File: src/rtl/nes_dma_pkg.sv
// Shared types and default bus addresses for the NES sprite OAM DMA engine.
package nes_dma_pkg;

    typedef enum logic [2:0] {IDLE, HALT, ALIGN, READ, WRITE} dma_state_t;

    localparam logic [15:0] DMA_REG_ADDR_DEF  = 16'h4014;
    localparam logic [15:0] OAM_DATA_ADDR_DEF = 16'h2004;
    localparam int unsigned XFER_LEN_DEF      = 256;

endpackage

File: src/rtl/nes_oam_dma.sv
// Sprite OAM DMA: on a CPU write to the DMA register, halt the CPU and copy one
// page of memory into the PPU OAM data port as alternating get/put bus cycles.
import nes_dma_pkg::*;

module nes_oam_dma #(
    parameter logic [15:0] DMA_REG_ADDR  = DMA_REG_ADDR_DEF,
    parameter logic [15:0] OAM_DATA_ADDR = OAM_DATA_ADDR_DEF,
    parameter int unsigned XFER_LEN      = XFER_LEN_DEF
) (
    input  logic        clk,
    input  logic        b_rst,
    input  logic [15:0] cpu_addr,
    input  logic [7:0]  cpu_dout,
    input  logic        cpu_rw,
    input  logic [7:0]  bus_din,
    output logic        cpu_halt,
    output logic        dma_bus_en,
    output logic [15:0] bus_addr,
    output logic        bus_rw,
    output logic [7:0]  bus_dout,
    output logic        dma_active
);

    localparam logic [7:0] LAST_IDX = 8'(XFER_LEN - 1);

    dma_state_t state, state_nxt;
    logic       parity;
    logic [7:0] idx, idx_nxt;
    logic [7:0] page;
    logic [7:0] latch;
    logic       trigger;

    assign trigger    = (state == IDLE) && !cpu_rw && (cpu_addr == DMA_REG_ADDR);
    // The put-cycle data is the byte latched on the preceding get cycle.
    assign bus_dout   = latch;
    assign dma_active = cpu_halt;

    always_comb begin
        state_nxt = state;
        idx_nxt   = idx;
        case (state)
            IDLE: begin
                if (trigger) begin
                    state_nxt = HALT;
                    idx_nxt   = '0;
                end
            end
            // parity=1 now means the following cycle is a get cycle.
            HALT:  state_nxt = parity ? READ : ALIGN;
            ALIGN: state_nxt = READ;
            READ:  state_nxt = WRITE;
            WRITE: begin
                idx_nxt   = idx + 8'd1;
                state_nxt = (idx == LAST_IDX) ? IDLE : READ;
            end
            default: state_nxt = IDLE;
        endcase
    end

    always_ff @(posedge clk or negedge b_rst) begin
        if (!b_rst) begin
            state      <= IDLE;
            parity     <= 1'b0;
            idx        <= '0;
            page       <= '0;
            latch      <= '0;
            cpu_halt   <= 1'b0;
            dma_bus_en <= 1'b0;
            bus_addr   <= '0;
            bus_rw     <= 1'b1;
        end else begin
            parity <= ~parity;
            state  <= state_nxt;
            idx    <= idx_nxt;
            if (trigger) begin
                page <= cpu_dout;
            end
            if (state == READ) begin
                latch <= bus_din;
            end
            // Bus outputs are decoded from the next state so they are registered.
            cpu_halt   <= (state_nxt != IDLE);
            dma_bus_en <= (state_nxt == READ) || (state_nxt == WRITE);
            bus_rw     <= (state_nxt != WRITE);
            if (state_nxt == READ) begin
                bus_addr <= {page, idx_nxt};
            end else if (state_nxt == WRITE) begin
                bus_addr <= OAM_DATA_ADDR;
            end
        end
    end

endmodule

File: config.mk
export PLATFORM = sky130hd
export DESIGN_NAME = nes_oam_dma
export DESIGN_NICKNAME = d
export VERILOG_FILES = /design/src/rtl/nes_dma_pkg.sv /design/src/rtl/nes_oam_dma.sv
export SDC_FILE = /design/constraint.sdc
export NUM_CORES = 1
export LEC_CHECK = 0
export BUFFER_PORTS_ARGS = -buffer_cell sky130_fd_sc_hd__buf_4
export CAP_MARGIN = 10
export CORE_UTILIZATION = 45
export CTS_CLUSTER_DIAMETER = 50
export DETAILED_ROUTE_END_ITERATION = 8
export PLACE_DENSITY_LB_ADDON = 0.1
export SLEW_MARGIN = 20
export SYNTH_ARGS = -nofsm -noshare
export SYNTH_HDL_FRONTEND = slang
export SYNTH_SLANG_ARGS = --single-unit
export TNS_END_PERCENT = 50
File: constraint.sdc
create_clock -name clk -period 2.9 [get_ports clk]
set_clock_uncertainty 0.05 [all_clocks]
set_input_delay 0.58 -clock clk [delete_from_list [all_inputs] [get_ports clk]]
set_output_delay 0.58 -clock clk [all_outputs]
set_load 0.05 [all_outputs]
==> results of run 1 <==
flip-flops by register name, indices dropped and copies added, names as in the netlist:
name,count
dma_bus_en,1
page,8
idx,8
bus_dout,8
cpu_halt,1
state,3
bus_rw,1
parity,1
bus_addr,16
worst max-delay path: stages, from the launching register on:
cell and delay (ns):
dfrtp_1 0.47, nor4_1 0.42, nand2_1 0.28, nor2_4 0.46
mux2_2 0.39
per-stage QoR:
stage | cell area [um2] | std cells | util
6_report | 2650 | 310 | 0.601
4_1_cts | 2650 | 310 | 0.601
3_5_place_dp | 2570 | 302 | 0.582
3_3_place_gp | 2570 | 302 | 0.582
5_1_grt | 2650 | 310 | 0.601
2_1_floorplan | 2080 | 195 | -
worst min-delay path by stage:
stage,start,end,slack (ns)
2_1_floorplan,b_rst,bus_addr[0]$_DFFE_PN0P_,0.23
3_3_place_gp,parity$_DFF_PN0_,parity$_DFF_PN0_,0.37
3_5_place_dp,parity$_DFF_PN0_,parity$_DFF_PN0_,0.37
4_1_cts,b_rst,idx[2]$_DFF_PN0_,0.24
5_1_grt,b_rst,bus_dout[4]$_DFFE_PN0N_,0.28
6_report,b_rst,bus_dout[4]$_DFFE_PN0N_,0.22
power by group through the flow:
stage	Sequential (W)	Combinational (W)	Clock [W]
3_3_place_gp	0.000943	0.00124	0
5_1_grt	0.000955	0.00133	0.000431
6_report	0.000931	0.00124	0.000387
4_1_cts	0.000933	0.00125	0.000405
2_1_floorplan	0.00131	0.000527	0
3_5_place_dp	0.000947	0.00124	0
area by class of cell:
cell class                      count  share of cell area
Inverter                            4             0.00566
Multi-Input combinational cell    133               0.307
Timing Repair Buffer               66               0.187
Clock inverter                      2             0.00519
Sequential cell                    47               0.444
Tap cell                           52              0.0245
Clock buffer                        6              0.0273
cell usage in the layout, fill, tap and decap left out, types with 2 or more instances in the layout:
| master | n |
|---|---|
| a211oi_1 | 3 |
| a21boi_0 | 2 |
| a21oi_1 | 2 |
| a31oi_1 | 5 |
| buf_4 | 66 |
| clkbuf_8 | 5 |
| dfrtp_1 | 46 |
| inv_1 | 3 |
| mux2_2 | 6 |
| mux2_4 | 2 |
| nand2_1 | 42 |
| nand3_1 | 3 |
| nand3b_1 | 2 |
| nand4_1 | 6 |
| nor2_1 | 8 |
| nor2b_1 | 2 |
| nor4_1 | 3 |
| nor4b_1 | 3 |
| o211ai_1 | 6 |
| o21ai_0 | 17 |
| o31ai_1 | 3 |
| xnor2_1 | 4 |
routing by layer:
| metal | up-vias | part of all wire |
|---|---|---|
| met2 | 44 | 0.47 |
| met4 | 0 | 0.012 |
| met3 | 7 | 0.046 |
| li1 | 810 | - |
| met5 | - | 0 |
| met1 | 795 | 0.48 |
kinds of logic (layout without fill, tap and decap cells):
| group | Yosys count | after routing | synth area share |
|---|---|---|---|
| adders and majority gates | 1 | 1 | 0.00600 |
| muxes | 8 | 8 | 0.0468 |
| xor gates and xnor gates | 5 | 5 | 0.0210 |
| and+or+nand+nor | 76 | 76 | 0.186 |
| DFF | 47 | 47 | 0.565 |
| AOI/OAI and AO/OA | 43 | 43 | 0.131 |
| buffers and inverters | 15 | 78 | 0.0444 |
==> qor.txt, run 1 <==
status -> finished clean
fillers -> 395
Worst Setup EP -> page[5]$_DFFE_PN0P_
max_cap viols -> 0
Die W -> 70.1 um
Max-slew headroom -> 0.611
1st-pass router iterations -> 4
Mapped Nets -> 231
CTS tree -> yes
overflow left after global routing -> 0
initial antenna violation count -> 0
clock buffer depth -> 2
share of total power in sequential cells -> 0.365
post-synth top area share -> 0.552
synth top area cells -> dfrtp_1, nand2_1, o21ai_0, mux2_2, buf_6
post-cts resize count -> 0
yosys warns -> 0
Hold Path Class -> input port to async pin
most frequent cell after synthesis -> dfrtp_1
Total GRT Usage -> 0.204
startpoint types -> flop
vias in the first global route -> 1,647
most used routing layer -> met2
IR drop worst, VDD -> 0.000621 V
IO buf count -> 62
internal power -> 0.00137 W
number of synthesized register bits -> 47
drc violations -> 0
Comb power frac -> 0.484
Mapped Cells -> 195
vias per cell -> 5.34
ys flop type -> dfrtp_1
nets -> 293
share of layout cells above drive strength 1 -> 0.337
Total Routed Length -> 4450 um
clock root cell -> clkbuf_8
fmax -> 0.459 GHz
Critical R2R Launch -> state[1]$_DFF_PN0_
Final GP Congestion -> 0.822
largest net degree at the start of global routing -> 48
clock power share -> 0.151
CP Capture Type -> flop
Post-CTS Hold Buffers -> 0
initial DRC count -> 92
Seq/Total Area, Yosys -> 0.565
Worst Path Arrival -> 2.33 ns
DIE HEIGHT -> 70.1 um
DP Wirelength -> 3080 um
r2r endpoint -> page[5]$_DFFE_PN0P_
Vias -> 1,656
final worst slack -> 0.720 ns
post-synth top area cell -> dfrtp_1
starting density of the core -> 0.472
number of flops mapped to enable cells by yosys -> 0
sw power -> 0.00118 W
WS Path Type -> flop to flop
total power -> 0.00255 W
Post-synth top cells -> dfrtp_1, nand2_1, o21ai_0
final hold slack -> 0.223 ns
Setup Buffers After CTS -> 0
grt met3 use -> 0.0462
Final Critical Period -> 2.18 ns
clk slew on worst S/H paths -> 0.09 ns
Pwr per Cell Area -> 962 mW/mm2
pre-CTS setup slack -> 0.457 ns
Req. time, crit path -> 3.05 ns
register area -> 0.00118 mm2
die area -> 0.00491 mm2
IO Pins -> 63
core area -> 0.00441 mm2
Area Overhead vs Synth -> 27.3%
Final period util -> 0.752
Multi-input gate area -> 815 um2
drt wl/cell -> 14.4 um
worst setup path startpoint -> state[1]$_DFF_PN0_
Leakage -> 1.30 nW
worst-path fanout max -> 16
setup repair after global routing missed its margin -> false
switch share -> 0.462
H-tree depth -> 2
Slew Viols, Final -> 0
clk sinks -> 47
Final ANT Viol Nets -> 0
Post-Syn Area per Cell -> 10.7 um2
first-pass GRT wire length -> 7870 um
worst slew pin tran -> 0.583 ns
Worst-Skew Late Latency -> 0.30 ns
CTS buffer count -> 5
Post-Syn Area -> 0.00208 mm2
asr flop ratio synth -> 1.00
Worst R2R Path Depth -> 4
ant diodes -> 0
site row count -> 24
reg-to-reg slack, setup -> 0.72 ns
GR Layer Usage met2 -> 0.328
final hold violation count -> 0
GRT met1 Usage -> 0.275
Setup TNS -> 0 ns
Yosys cell types -> 40
final setup fails -> 0
Power figures use the tool's default switching activity.
==> run 2, diff against run 1 <==
--- a/config.mk
+++ b/config.mk
@@ -5,6 +5,7 @@
 export SDC_FILE = /design/constraint.sdc
 export NUM_CORES = 1
 export LEC_CHECK = 0
+export ABC_AREA = 1
 export BUFFER_PORTS_ARGS = -buffer_cell sky130_fd_sc_hd__buf_4
 export CAP_MARGIN = 10
 export CORE_UTILIZATION = 45
==> constraint.sdc (replaced) <==
create_clock -name clk -period 2 [get_ports clk]
set_clock_uncertainty 0.05 [all_clocks]
set_input_delay 0.4 -clock clk [delete_from_list [all_inputs] [get_ports clk]]
set_output_delay 0.4 -clock clk [all_outputs]
set_load 0.05 [all_outputs]
==> run 2 against run 1 <==
The run now ends with design-rule violations left; maximum frequency up 27%; global-route usage down 1.8 points; non-clock buffer count down 3; via count up 8.9%; clock-buffer cell count down 1; cell area up 2.6%; utilization up 0.73 points; setup slack worse by 0.44 ns; wire length down 4.0%; largest power group unchanged; highest routed layer unchanged.
==> qor.txt, run 2 <==
Die W -> 71.0 um (was 70.1 um)
site row count -> 24 (unchanged)
Mapped Nets -> 300 (was 231)
number of synthesized register bits -> 47 (unchanged)
Post-CTS Hold Buffers -> 0 (unchanged)
max_cap viols -> 0 (unchanged)
post-cts resize count -> 0 (unchanged)
Mapped Cells -> 264 (was 195)
clock buffer depth -> 2 (unchanged)
CP Capture Type -> flop (unchanged)
fmax -> 0.582 GHz (was 0.459 GHz)
Setup Buffers After CTS -> 0 (unchanged)
initial DRC count -> 100 (was 92)
Pwr per Cell Area -> 1540 mW/mm2 (was 962 mW/mm2)
IR drop worst, VDD -> 0.000980 V (was 0.000621 V)
Total GRT Usage -> 0.185 (was 0.204)
Area Overhead vs Synth -> 27.3% (about the same)
Post-Layout Cell Count -> 382 (was 310)
Setup TNS -> 0 ns (unchanged)
status -> finished, violations left (was finished clean)
DP Wirelength -> 3220 um (was 3080 um)
crit path max-delay cell type -> dfrtp_1 (unchanged)
reg-to-reg slack, setup -> 0.28 ns (was 0.72 ns)
most frequent cell after synthesis -> nand2_1 (was dfrtp_1)
clock root cell -> clkbuf_8 (unchanged)
Final Critical Period -> 1.72 ns (was 2.18 ns)
commonest non-fill, non-tap cells in the layout -> nand2_1, buf_4, dfrtp_1 (was buf_4, dfrtp_1, nand2_1)
number of flops mapped to enable cells by yosys -> 0 (unchanged)
final setup fails -> 0 (unchanged)
Max stage delay on crit path -> 0.40 ns (was 0.47 ns)
1st-pass router iterations -> 6 (was 4)
worst slew pin tran -> 0.564 ns (was 0.583 ns)
Post-Syn Area per Cell -> 8.10 um2 (was 10.7 um2)
startpoint types -> flop (unchanged)
CTS buffer count -> 5 (unchanged)
Worst Path Buf+Inv -> 2 (was 0)
vias in the first global route -> 1,742 (was 1,647)
Yosys cell types -> 28 (was 40)
Final GP Congestion -> 0.830 (was 0.822)
post-synth top area share -> 0.538 (was 0.552)
synth top area cells -> dfrtp_1, nand2_1, nor2_1, nand3_1, inv_1 (was dfrtp_1, nand2_1, o21ai_0, mux2_2, buf_6)
Post-Syn Area -> 0.00214 mm2 (was 0.00208 mm2)
starting density of the core -> 0.478 (was 0.472)
CTS tree -> yes (unchanged)
placed insts -> 374 (was 302)
Final period util -> 0.860 (was 0.752)
asr flop ratio synth -> 1.00 (unchanged)
first-pass GRT wire length -> 7360 um (was 7870 um)
register name with the most flops -> bus_addr (unchanged)
Post-synth top cells -> nand2_1, dfrtp_1, nor2_1 (was dfrtp_1, nand2_1, o21ai_0)
critical-path cell list -> nor2_1, inv_2, nor2_4, o21ai_4, nand2_2, nand3_1, nand2_1, inv_1 (was nor4_1, nand2_1, nor2_4, mux2_2)
IO Pins -> 63 (unchanged)
DIE HEIGHT -> 71.0 um (was 70.1 um)
core area -> 0.00447 mm2 (was 0.00441 mm2)
IO buf count -> 62 (unchanged)
ant diodes -> 0 (unchanged)
clk slew on worst S/H paths -> 0.09 ns (about the same)
Vias -> 1,803 (was 1,656)
worst-path fanout max -> 16 (unchanged)
Total Routed Length -> 4270 um (was 4450 um)
post-synth top area cell -> dfrtp_1 (unchanged)
drc violations -> 5 (was 0)
Final ANT Viol Nets -> 0 (unchanged)
drt wl/cell -> 11.2 um (was 14.4 um)
vias per cell -> 4.72 (was 5.34)
leading cell type in the layout, fill and taps excluded -> nand2_1 (was buf_4)
ys flop type -> dfrtp_1 (unchanged)
Slew Viols, Final -> 0 (unchanged)
yosys warns -> 0 (unchanged)
failing checks -> design-rule violations
Worst-Skew Late Latency -> 0.30 ns (about the same)
share of layout cells above drive strength 1 -> 0.267 (was 0.337)
final hold violation count -> 0 (unchanged)
setup repair after global routing missed its margin -> false (unchanged)
Worst Path Arrival -> 1.87 ns (was 2.33 ns)
WS Path Type -> flop to flop (unchanged)
overflow left after global routing -> 0 (unchanged)
Leakage -> 1.53 nW (was 1.30 nW)
clk sinks -> 47 (unchanged)
die area -> 0.00503 mm2 (was 0.00491 mm2)
largest net degree at the start of global routing -> 48 (unchanged)
cell family contributing the most delay on the critical path -> simple AND/OR/NAND/NOR gates (unchanged)
Hold Path Class -> input port to async pin (unchanged)
max reg flops -> 16 (unchanged)
Max-slew headroom -> 0.624 (was 0.611)
Req. time, crit path -> 2.15 ns (was 3.05 ns)
nets -> 365 (was 293)
Seq/Total Area, Yosys -> 0.550 (was 0.565)
initial antenna violation count -> 0 (unchanged)
H-tree depth -> 2 (unchanged)
[run 2: cell count changes in the layout (fill, tap and decap cells not counted), moves of 4 or more]
cell / change
mux2_2: -6
inv_2: +5
o21ai_0: -16
nand3_1: +13
o211ai_1: -6
nor2_1: +19
inv_1: +15
nand2_1: +77
nand4_1: -4
a31oi_1: -5
[run 2: through the flow]
stage               power, W  area [um2]   util  hold slack (ns)  worst slack, ns
CTS                  0.00425        2720  0.609           0.0642            0.259
global route         0.00448        2720  0.609           0.0871            0.153
global placement     0.00365        2640  0.590            0.382            0.313
floorplan            0.00310        2140      -           0.0544            0.543
detailed placement   0.00369        2640  0.590            0.388            0.279
finish               0.00418        2720  0.609           0.0435            0.280
[run 2: cell type report]
cell class              instances  area (um2)
clock inverters                 3        15.0
multi-input cells             188         833
flip-flops and latches         47        1180
inverters                      24        90.1
repair buffers                 63         473
well taps                      52        65.1
fillers                       413        1750
clock buffers                   5        68.8
[run 2: routing by layer]
layer	up-vias	wire length, um	GRT usage
met5	-	0	0
met4	0	55	0.0667
met3	7	209	0.0342
met2	46	2000	0.300
met1	812	2010	0.252
li1	938	-	-
[run 2: final timing paths]
kind | depth (start not counted) | start | end
max in group asynchronous | 1 | b_rst | bus_addr[1]$_DFFE_PN0P_
worst min register to register | 1 | parity$_DFF_PN0_ | parity$_DFF_PN0_
worst max register to register | 8 | state[1]$_DFF_PN0_ | bus_addr[2]$_DFFE_PN0P_
worst min-delay path | 1 | b_rst | bus_dout[1]$_DFFE_PN0N_
min in group clk | 3 | cpu_dout[2] | page[2]$_DFFE_PN0P_
worst max-delay path | 8 | state[1]$_DFF_PN0_ | bus_addr[2]$_DFFE_PN0P_
[run 2: cell families (layout without fill, tap and decap cells)]
kind of cell | Yosys count | in the layout | share of synthesized area
adders and majority gates | 1 | 1 | 0.00585
AOI/OAI and AO/OA | 7 | 7 | 0.0246
xor gates and xnor gates | 1 | 1 | 0.00409
buffers and inverters | 29 | 95 | 0.0602
and+or+nand+nor | 179 | 179 | 0.355
DFF | 47 | 47 | 0.550
[run 2: power breakdown]
| part | internal, W | total (W) | leakage (nW) | switching (W) |
|---|---|---|---|---|
| Sequential | 0.00126 | 0.00147 | 0.599 | 0.000215 |
| Combinational | 0.000642 | 0.00216 | 0.878 | 0.00152 |
| Clock | 0.000240 | 0.000550 | 0.0477 | 0.000310 |
| Total | 0.00214 | 0.00418 | 1.53 | 0.00204 |
